--- src/rtl/control_sequencer.sv ---
// Moore timing/control sequencer: fetch T0-T2, execute T3-T7, HALTED on halt/stop.
// Optional ILLEGAL_TRAP_EN: undefined opcodes trap to HALTED and raise `illegal`.
module control_sequencer #(
  parameter int unsigned MEM_WAIT = 0
) (
  input  logic        clock,
  input  logic        reset,
  input  logic        stop,
  input  logic [31:0] IR,
  output logic        Gra,
  output logic        Grb,
  output logic        Grc,
  output logic        Rin,
  output logic        Rout,
  output logic        BAout,
  output logic        Cout,
  output logic        PCout,
  output logic        PCin,
  output logic        IncPC,
  output logic        MARin,
  output logic        MDRin,
  output logic        MDRout,
  output logic        IRin,
  output logic        Yin,
  output logic        Zin,
  output logic        Zlowout,
  output logic        Read,
  output logic        Write,
  output logic [3:0]  ALU_op,
`ifdef ILLEGAL_TRAP_EN
  output logic        illegal,
`endif
  output logic        Run
);

  typedef enum logic [3:0] {T0, T1, T2, T3, T4, T5, T6, T7, HALTED} state_t;

  localparam logic [4:0] OP_LD = 5'b00000, OP_LDI = 5'b00001, OP_ST = 5'b00010;
  localparam logic [4:0] OP_ADD = 5'b00011, OP_SUB = 5'b00100, OP_AND = 5'b00101, OP_OR = 5'b00110;
  localparam logic [4:0] OP_ADDI = 5'b01100, OP_ANDI = 5'b01101, OP_ORI = 5'b01110;
  localparam logic [4:0] OP_NOP = 5'b11010, OP_HALT = 5'b11011;
  localparam logic [3:0] WAIT_LOAD = 4'(MEM_WAIT);

  state_t     state, next_state;
  logic [3:0] wait_cnt, next_cnt;
  logic [4:0] opcode;
  logic       boundary;
  logic       known_op;
  logic       trap;
  logic       illegal_flag;
  logic       unused_ir;

  assign opcode    = IR[31:27];
  assign unused_ir = ^IR[26:0];
  assign known_op  = (opcode inside {OP_LD, OP_LDI, OP_ST, OP_ADD, OP_SUB, OP_AND, OP_OR,
                                     OP_ADDI, OP_ANDI, OP_ORI, OP_NOP, OP_HALT});

  always_ff @(posedge clock or posedge reset) begin
    if (reset) begin
      state        <= T0;
      wait_cnt     <= 4'd0;
      illegal_flag <= 1'b0;
    end else begin
      state        <= next_state;
      wait_cnt     <= next_cnt;
      if (trap)
        illegal_flag <= 1'b1;
    end
  end

  // Every path back to T0 is an instruction boundary; stop diverts it to HALTED.
  always_comb begin
    next_state = state;
    next_cnt   = wait_cnt;
    boundary   = 1'b0;
    trap       = 1'b0;
    case (state)
      T0: begin
        next_state = T1;
        next_cnt   = WAIT_LOAD;
      end
      T1: begin
        if (wait_cnt == 4'd0) next_state = T2;
        else                  next_cnt   = wait_cnt - 4'd1;
      end
      T2: begin
        if (opcode == OP_HALT)      next_state = HALTED;
        else if (opcode == OP_NOP)  boundary   = 1'b1;
        else if (known_op)          next_state = T3;
        else begin
`ifdef ILLEGAL_TRAP_EN
          next_state = HALTED;
          trap       = 1'b1;
`else
          boundary   = 1'b1;
`endif
        end
      end
      T3: next_state = T4;
      T4: next_state = T5;
      T5: begin
        if (opcode == OP_LD || opcode == OP_ST) begin
          next_state = T6;
          next_cnt   = WAIT_LOAD;
        end else
          boundary = 1'b1;
      end
      T6: begin
        if (opcode == OP_ST) begin
          next_state = T7;
          next_cnt   = WAIT_LOAD;
        end else if (wait_cnt == 4'd0) next_state = T7;
        else                           next_cnt   = wait_cnt - 4'd1;
      end
      T7: begin
        if (opcode == OP_ST && wait_cnt != 4'd0) next_cnt = wait_cnt - 4'd1;
        else                                     boundary = 1'b1;
      end
      HALTED: next_state = HALTED;
      default: next_state = T0;
    endcase
    if (boundary)
      next_state = stop ? HALTED : T0;
  end

  // Outputs decode state/IR only; reset forces them all low asynchronously.
  always_comb begin
    {Gra, Grb, Grc, Rin, Rout, BAout, Cout} = 7'b0;
    {PCout, PCin, IncPC, MARin, MDRin, MDRout, IRin, Yin, Zin, Zlowout} = 10'b0;
    {Read, Write} = 2'b0;
    ALU_op = 4'd0;
    Run    = 1'b0;
    if (!reset) begin
      Run = (state != HALTED);
      case (state)
        T0: {PCout, MARin, IncPC, Zin} = 4'b1111;
        T1: begin
          {Zlowout, Read, MDRin} = 3'b111;
          PCin = (wait_cnt == WAIT_LOAD);
        end
        T2: {MDRout, IRin} = 2'b11;
        T3: begin
          {Grb, Rout, Yin} = 3'b111;
          BAout = (opcode == OP_LDI || opcode == OP_LD || opcode == OP_ST);
        end
        T4: begin
          Zin = 1'b1;
          if (opcode inside {OP_ADD, OP_SUB, OP_AND, OP_OR}) {Grc, Rout} = 2'b11;
          else                                               Cout = 1'b1;
          case (opcode)
            OP_SUB:          ALU_op = 4'd1;
            OP_AND, OP_ANDI: ALU_op = 4'd2;
            OP_OR, OP_ORI:   ALU_op = 4'd3;
            default:         ALU_op = 4'd0;
          endcase
        end
        T5: begin
          Zlowout = 1'b1;
          if (opcode == OP_LD || opcode == OP_ST) MARin = 1'b1;
          else                                    {Gra, Rin} = 2'b11;
        end
        T6: begin
          MDRin = 1'b1;
          if (opcode == OP_ST) {Gra, Rout} = 2'b11;
          else                 Read = 1'b1;
        end
        T7: begin
          if (opcode == OP_ST) Write = 1'b1;
          else                 {MDRout, Gra, Rin} = 3'b111;
        end
        default: Run = 1'b0;
      endcase
    end
  end

`ifdef ILLEGAL_TRAP_EN
  assign illegal = illegal_flag && (state == HALTED) && !reset;
`else
  logic unused_flag;
  assign unused_flag = illegal_flag ^ trap;
`endif

endmodule

--- config.mk ---
export PLATFORM = sky130hd
export DESIGN_NAME = control_sequencer
export DESIGN_NICKNAME = d
export VERILOG_FILES = /design/src/rtl/control_sequencer.sv
export SDC_FILE = /design/constraint.sdc
export NUM_CORES = 1
export LEC_CHECK = 0
export ABC_AREA = 0
export BUFFER_PORTS_ARGS = -buffer_cell sky130_fd_sc_hd__buf_2
export CAP_MARGIN = 40
export CORE_ASPECT_RATIO = 1.75
export CORE_MARGIN = 5
export CORE_UTILIZATION = 38
export CTS_CLUSTER_SIZE = 12
export DETAILED_ROUTE_END_ITERATION = 16
export PLACE_DENSITY = 0.74
export REMOVE_ABC_BUFFERS = 1
export SYNTH_ARGS = -nofsm -noshare
export SYNTH_HDL_FRONTEND = slang
export SYNTH_SLANG_ARGS = --single-unit
--- constraint.sdc ---
create_clock -name clock -period 1.8 [get_ports clock]
set_input_delay 0.18 -clock clock [delete_from_list [all_inputs] [get_ports clock]]
set_output_delay 0.18 -clock clock [all_outputs]
set_load 0.01 [all_outputs]
; ---- Word level (Yosys, flattened, before mapping)
; Cells that the tools add are included.
[word_totals]
regBits = 8
memories = 0
wordCells = 115
mem_bits_rw = 0
mem_bits_ro = 0
latchBits = 0
input_bits = 35
output_inout_bits = 24
[op_classes]
n_reduce_logical = 19
magnitude_cmp = 0
n_shift = 0
add_sub_neg = 1
bitwise_logic = 0
mux = 65
eq_ne = 28
n_mul = 0
div_mod_pow = 0
[ops]
columns = cell, count
row1 = $mux 4, 13
row2 = $mux 1, 40
row3 = $pmux 4 s9, 1
row4 = $pmux 4 s5, 1
row5 = $eq 4x3->1 const B, 4
row6 = $ne 4x4->1 const B, 4
row7 = $eq 5x3->1 const B, 3
row8 = $eq 5x4->1 const B, 3
row9 = $reduce_bool 12->1, 1
row10 = $eq 5x2->1 const B, 2
row11 = $eq 5x5->1 const B, 2
row12 = $reduce_or 2->1, 5
row13 = $pmux 1 s3, 3
row14 = $eq 4x2->1 const B, 2
row15 = $logic_not 4->1, 2
row16 = $pmux 1 s2, 4
row17 = $reduce_bool 4->1, 2
row18 = $reduce_or 8->1, 1
row19 = $ne 2x2->1 const B, 3
row20 = $ne 3x3->1 const B, 2
row21 = $pmux 2 s3, 1
row22 = $reduce_and 6->1, 1
row23 = $eq 5x1->1 const B, 1
row24 = $logic_not 5->1, 1
row25 = other kinds (8), 11

; ---- Longest topological paths before layout
; Gate-level depths: netlist of the first run.
[logic_depth]
word_depth = 8
mapped_depth = 7
mapped_depth_nobuf = 7

; ---- Least setup slack after synthesis of the first run
; No wires, ideal clock.
[synth_path]
path_type = reg2out
from = register state[3]
to = output ALU_op[0]
path_slack_ns = -0.316
required_time_ns = 1.620
n_path_buf = 1
t_arrival_ns = 1.936
stages_incl_launch_ff = 7
cell_sequence = dfrtp_1 -> buf_2 -> inv_2 -> nand2_1 -> nor3_1 -> nand3_1 -> a2111oi_0
[synth_between]
elab_chain_len = 3
[synth_lines]
columns = item, line
row1 = start: declaration, 44  ; state_t state, next_state;
row2 = start signal: assignment, 64  ; state <= next_state;
row3 = $eq 4x3->1, 135  ; case (state)
row4 = $mux 2, 135
row5 = $mux 2, 133  ; if (!reset) begin
row6 = end: declaration, 29  ; output logic [3:0] ALU_op,
; Every way passes these cells.

; ---- Final worst setup path of the first run
[layout_path]
from = register wait_cnt[1]
to = output PCin
[layout_between]
elab_chain_len = 3
[layout_lines]
columns = item, line
row1 = start: declaration, 45  ; logic [3:0] wait_cnt, next_cnt;
row2 = start signal: assignment, 65  ; wait_cnt <= next_cnt;
row3 = $logic_not 4->1, 139  ; PCin = (wait_cnt == WAIT_LOAD);
row4 = $mux 1, 135
row5 = $mux 1, 133
row6 = end: declaration, 18  ; output logic PCin,
; Every way passes these cells.

==> results.ini, run 1 <==
[status]
status = finished, violations left
violations = negative setup slack

[route]
first_pass_iters = 4
via_count = 1257
ant_nets = 0
drt-total-wl_um = 3630
drc = 0
via_per_inst = 5.87
routedWlPerCell_um = 17.0
drtIter0Drc = 39

[logic_synthesis]
seq_area_frac_synth = 0.210
avgSynthCellArea_um2 = 7.74
synth-seq-cells = 8
yosysWarnings = 0
synth_edf_count = 0
yosys.cell_types.count = 48
ys.flop_type = dfrtp_1
synthCells = 123
syn-cell-area_um2 = 952
ys_async_sr_fraction = 1.00

[floorplan]
dieHeight_um = 76.2
start_util = 0.387
io_pins = 59
coreArea_um2 = 2460
rows = 24
dieArea_um2 = 3650
die_x_um = 47.8

[sta]
finalCritPeriodShare = 1.09
hold_ws_ns = 0.183
fin_crit_ns = 1.96
fmax_mhz = 511
skew_ns = 0.00244
rsz0062_at_grt = true
report.final.slew_viol_count = 0
setup_ws_ns = -0.157
setup_violations = 8
hold_viol = 0

[cts]
cts_htree_levels = 1
cts_tree = built
clock_path_buffers = 2
insertion_delay_ns = 0.24
numClockSinks = 8
clk_pin_slew_ns = 0.04
clockRootBuffer = clkbuf_8
cts_inserted_buffers = 3

[layout]
final_area_um2 = 1650
drive_gt1_frac = 0.590
final_nets = 226
multi_input_area_um2 = 835
final_cells = 214
seq_area_um2 = 203
fill_cells = 192
n_antenna_cell = 0
syn2layout_area_growth_pct = 73.2

[pwr]
p_leak_nw = 0.789
powerDensity_nw_per_um2 = 1740
total_power_w = 0.00286
ir_drop_v = 0.000807

[critical_path]
crit_type = reg2out
crit_cells = 6
required_ns = 1.62
critPathSlowestCell = or3b_4
max_stage_delay_ns = 0.42
crit_chain = inv_1 -> ha_2 -> or3b_4 -> buf_6 -> nor4_1 -> buf_2
end_kind = output pin
reg2reg_depth = 8
startpoint_type = flop
path_max_fanout = 3
arrival_ns = 1.78
crit_family = simple AND/OR/NAND/NOR gates
critPathBufInv = 3

[run]
drv_cap = 0

[global_route]
grt_use_total = 0.212
grt_max_degree = 11
grt_pass1_vias = 1329
grt_overflow_total = 0
grt_pass1_wl_um = 5810
antenna_found_initial = 0

[worst_hold_path]
holdPathStages = 2
hold_path.class = in2reg

[place]
portBuffers = 29
dpl.cell_count = 199
globalplace.congestion = 0.924
place_ws_ns = -0.201
hpwl_um = 2530
place_area_um2 = 1300

## report_power, final
part | internal, W | total [W] | switching, W
logic | 0.00116 | 0.00225 | 0.00109
clock network | 0.000145 | 0.000224 | 0.0000783
registers | 0.000264 | 0.000386 | 0.000122
total | 0.00157 | 0.00286 | 0.00129
## metrics by stage
step / util / TNS [ns]
after floorplan: - / -0.545
after global placement: 0.528 / -0.542
after detailed placement: 0.528 / -1.01
after CTS: 0.601 / -0.531
after global routing: 0.670 / -1.68
final: 0.670 / -0.953
## worst register-to-register path, delay by kind of cell (launching register included)
family	cells	cell delay, ns
AND/OR/NAND/NOR	2	0.56
adder cells (fa/ha/maj)	1	0.19
flip-flops	1	0.37
AO/OA/AOI/OAI	2	0.34
buffers and inverters	3	0.37
## final timing paths
check / to / from / slack [ns]
min reg2reg: wait_cnt[3]$_DFFE_PP0P_ / wait_cnt[3]$_DFFE_PP0P_ / 0.56
max in group asynchronous: state[0]$_DFFE_PP0P_ / reset / 0.83
min in group asynchronous: wait_cnt[1]$_DFFE_PP0P_ / reset / 0.66
max: PCin / wait_cnt[1]$_DFFE_PP0P_ / -0.16
min: state[3]$_DFFE_PP0P_ / stop / 0.18
max reg2reg: wait_cnt[2]$_DFFE_PP0P_ / wait_cnt[1]$_DFFE_PP0P_ / -0.14
## flip-flops by register name (all words and copies together), names as in the netlist
| register | flops |
|---|---|
| state | 4 |
| wait_cnt | 4 |
## area by class of cell
| class | instances | share of cell area |
|---|---|---|
| clock buffers | 3 | 0.0250 |
| flip-flops and latches | 8 | 0.123 |
| well taps | 26 | 0.0197 |
| inverters | 8 | 0.0182 |
| multi-input cells | 96 | 0.506 |
| repair buffers | 73 | 0.308 |
## logic make-up after synthesis
logic type / count (synthesis) / synth area share
AND/OR/NAND/NOR: 56 / 0.326
AO/OA/AOI/OAI: 34 / 0.308
buffers and inverters: 20 / 0.109
flip-flops: 8 / 0.210
multiplexers: 2 / 0.0210
adder cells (fa/ha/maj): 1 / 0.0131
other: 1 / 0.00394
XOR/XNOR: 1 / 0.00920
## cell usage after synthesis, drive strengths merged (3+ instances only)
library cell  instances  area share
and3                  4       0.026
nand2b                3       0.020
nand3                 4       0.021
inv                   8       0.032
a21o                  3       0.024
o21ai                 4       0.021
a21oi                 6       0.032
nand2                11       0.046
nor4                  3       0.035
nor3                  8       0.042
buf                  10       0.070
a211oi                4       0.032
nor2                 12       0.047
o2bb2ai               3       0.028
dfrtp                 8        0.21
## metal layers
metal	GRT usage	routed length (µm)	vias up
li1	-	-	579
met1	0.199	1160	606
met2	0.397	2120	52
met3	0.0355	142	20
met4	0.0916	211	0
met5	0	0	-
## what timing repair did
action,CTS,global route
gates resized for setup,20,24
endpoints found under the hold margin,8,0
hold buffers,1,0
endpoints found under the setup margin,12,17
setup buffers,5,6
pin swaps,9,11
## layout by cell type (no fill, tap or decap), types with 2 or more instances in the layout
| master | n |
|---|---|
| a211oi_1 | 3 |
| nand2b_1 | 2 |
| nor2_1 | 12 |
| mux2i_1 | 2 |
| nor4_1 | 2 |
| conb_1 | 2 |
| buf_6 | 8 |
| o21ai_0 | 2 |
| a21oi_1 | 4 |
| nand3_1 | 3 |
| buf_4 | 35 |
| o41ai_2 | 2 |
| nand2_1 | 8 |
| nor3_2 | 3 |
| o21ai_2 | 2 |
| dfrtp_2 | 2 |
| o2bb2ai_2 | 3 |
| a2111oi_4 | 2 |
| nor3_1 | 3 |
| dfrtp_1 | 6 |
| and3_1 | 4 |
| nand2_2 | 2 |
| a21oi_2 | 2 |
| nor3_4 | 2 |
| buf_2 | 29 |
| inv_1 | 7 |
| a21o_1 | 3 |
| clkbuf_8 | 3 |
(Power assumes the default switching activity.)
==> inputs of run 2 (changes only) <==
--- a/config.mk
+++ b/config.mk
@@ -14,6 +14,7 @@
 export CTS_CLUSTER_SIZE = 12
 export DETAILED_ROUTE_END_ITERATION = 16
 export PLACE_DENSITY = 0.74
+export RECOVER_POWER = 100
 export REMOVE_ABC_BUFFERS = 1
 export SYNTH_ARGS = -nofsm -noshare
 export SYNTH_HDL_FRONTEND = slang
==> run 2 against run 1 <==
  * Sequential share of layout area about the same
  * Combinational power about the same
  * Sequential power about the same
  * Routed wire length decreased by 0.39%
  * Highest routed layer unchanged
  * First-iteration DRC count decreased by 10%
  * Setup slack about the same
  * Count of clock-buffer cells in the layout unchanged
  * Total power decreased by 0.18%
  * Critical path depth unchanged
  * The flow still finishes with violations (negative setup slack)
  * Via count decreased by 0.56%
==> results.ini, run 2 (synthesized netlist as in run 1, its figures left out) <==
[layout]
final_area_um2 = 1650  ; -0.15%
drive_gt1_frac = 0.574  ; -0.0160
finalCoreUtilization = 0.669  ; -0.00102
reg_top3 = state x4, wait_cnt x4
layout_common_cells = 34 x buf_4, 27 x buf_2, 12 x nor2_1
n_antenna_cell = 0  ; unchanged
final_common_cell = buf_4
fill_cells = 191  ; -0.52%
syn2layout_area_growth_pct = 72.9
final_nets = 226  ; unchanged

[critical_path]
arrival_ns = 1.78  ; about the same
required_ns = 1.62  ; about the same
end_kind = output pin
path_max_fanout = 3  ; unchanged
worstReg2RegEnd = wait_cnt[2]$_DFFE_PP0P_
r2r_start = wait_cnt[1]$_DFFE_PP0P_
ff2ff_setup_slack_ns = -0.14  ; about the same
crit_chain = inv_1 -> ha_2 -> or3b_4 -> buf_6 -> nor4_1 -> buf_2
startpoint_type = flop
crit_type = reg2out
critPathSlowestCell = or3b_4
max_stage_delay_ns = 0.42  ; about the same
reg2reg_depth = 8  ; unchanged

[worst_hold_path]
holdPathEnd = state[3]$_DFFE_PP0P_
min_from = stop
hold_path.class = in2reg
holdPathStages = 2  ; unchanged

[sta]
fmax_mhz = 511  ; about the same
fin_crit_ns = 1.96  ; -0.000275 ns
report.final.slew_viol_count = 0  ; unchanged
skew_ns = 0.00284  ; +0.000397 ns
hold_viol = 0  ; unchanged
finalCritPeriodShare = 1.09  ; about the same
setup_ws_ns = -0.157  ; +0.000275 ns
setup_violations = 8  ; unchanged
rsz0062_at_grt = true

[global_route]
grt_pass1_vias = 1329  ; unchanged
grt_max_degree = 11  ; unchanged
grt_overflow_total = 0  ; unchanged
grt_pass1_wl_um = 5810  ; unchanged
antenna_found_initial = 0  ; unchanged
grt_use_total = 0.212  ; unchanged

[cts]
numClockSinks = 8  ; unchanged
cts_htree_levels = 1  ; unchanged
cts_tree = built
clock_path_buffers = 2  ; unchanged
cts_inserted_buffers = 3  ; unchanged
insertion_delay_ns = 0.24  ; about the same
clk_pin_slew_ns = 0.04  ; about the same
clockRootBuffer = clkbuf_8

[run]
drv_cap = 0  ; unchanged

[pwr]
powerDensity_nw_per_um2 = 1740  ; about the same
p_seq_frac = 0.134  ; about the same
ir_drop_v = 0.000811  ; +0.44%
pwr-share-comb = 0.788  ; about the same
p_sw_frac = 0.451  ; about the same
switchingPower_w = 0.00129  ; -0.24%
internal_power_w = 0.00157  ; -0.12%
p_clk_frac = 0.078  ; about the same
p_leak_nw = 0.781  ; -0.92%

[route]
drt-total-wl_um = 3620  ; -0.39%
via_count = 1250  ; -0.56%
routedWlPerCell_um = 16.9  ; -0.39%
ant_nets = 0  ; unchanged
first_pass_iters = 4  ; unchanged
drc = 0  ; unchanged
via_per_inst = 5.84  ; -0.56%
drtIter0Drc = 35  ; -10%

[floorplan]
dieHeight_um = 76.2  ; unchanged
io_pins = 59  ; unchanged
dieArea_um2 = 3650  ; unchanged
coreArea_um2 = 2460  ; unchanged
rows = 24  ; unchanged
die_x_um = 47.8  ; unchanged
start_util = 0.387  ; unchanged

[status]
violations = negative setup slack
status = finished, violations left

[place]
hpwl_um = 2530  ; unchanged
globalplace.congestion = 0.924  ; unchanged
place_area_um2 = 1300  ; unchanged
portBuffers = 29  ; unchanged

-- run 2: cell count changes in the layout (fill, tap and decap cells not counted), sizes merged --
cell,delta
clkbuf,+3
buf,-3
-- run 2: critical path, delay by kind of cell (launching register included) --
| family | cells | cell delay, ns |
|---|---|---|
| adder cells (fa/ha/maj) | 1 | 0.19 |
| AND/OR/NAND/NOR | 2 | 0.61 |
| flip-flops | 1 | 0.37 |
| buffers and inverters | 3 | 0.37 |
-- run 2: power groups by stage --
| stage | clock (W) | combinational (W) | sequential [W] |
|---|---|---|---|
| final | 0.000224 | 0.00225 | 0.000383 |
| after global routing | 0.000247 | 0.00241 | 0.000394 |
| after CTS | 0.000223 | 0.00188 | 0.000377 |
| after detailed placement | 0 | 0.00160 | 0.000354 |
| after global placement | 0 | 0.00155 | 0.000349 |
| after floorplan | 0 | 0.000804 | 0.000409 |
-- run 2: metrics by stage --
step	TNS [ns]	power, W	hold slack (ns)	setup WS [ns]	std cells
finish	-0.987	0.00286	0.183	-0.157	214
global route	-1.78	0.00305	0.187	-0.209	214
CTS	-0.531	0.00248	0.188	-0.130	208
detailed placement	-1.01	0.00195	0.210	-0.201	199
global placement	-0.542	0.00190	0.204	-0.139	199
floorplan	-0.545	0.00121	0.0122	-0.308	112
-- run 2: per-layer routing --
layer | share of wire | routed length (µm) | vias to the layer above | GRT usage
li1 | - | - | 578 | -
met1 | 0.32 | 1150 | 602 | 0.199
met2 | 0.58 | 2120 | 50 | 0.397
met3 | 0.039 | 141 | 20 | 0.0355
met4 | 0.058 | 211 | 0 | 0.0916
met5 | 0 | 0 | - | 0
-- run 2: area by class of cell --
class	instances	area (µm²)	area share
clock buffer	3	41.3	0.0251
sequential	8	203	0.123
tap	26	32.5	0.0198
inverter	8	30.0	0.0182
multi-input combinational	96	835	0.507
timing repair buffer	73	505	0.307
-- run 2: repair_timing --
action / CTS / global route
hold endpoints to repair: 8 / 0
hold buffers: 1 / 0
pin swaps: 9 / 11
setup buffers: 5 / 6
setup endpoints to repair: 12 / 17
gates resized for setup: 20 / 24
-- run 2: worst max-delay path by stage --
stage | start | to | cells past startpoint
after global routing | wait_cnt[0]$_DFFE_PP0P_ | PCin | 6
after detailed placement | wait_cnt[0]$_DFFE_PP0P_ | wait_cnt[2]$_DFFE_PP0P_ | 9
after global placement | wait_cnt[0]$_DFFE_PP0P_ | state[0]$_DFFE_PP0P_ | 6
after floorplan | state[3]$_DFFE_PP0P_ | ALU_op[0] | 5
after CTS | wait_cnt[0]$_DFFE_PP0P_ | PCin | 6
final | wait_cnt[1]$_DFFE_PP0P_ | PCin | 6
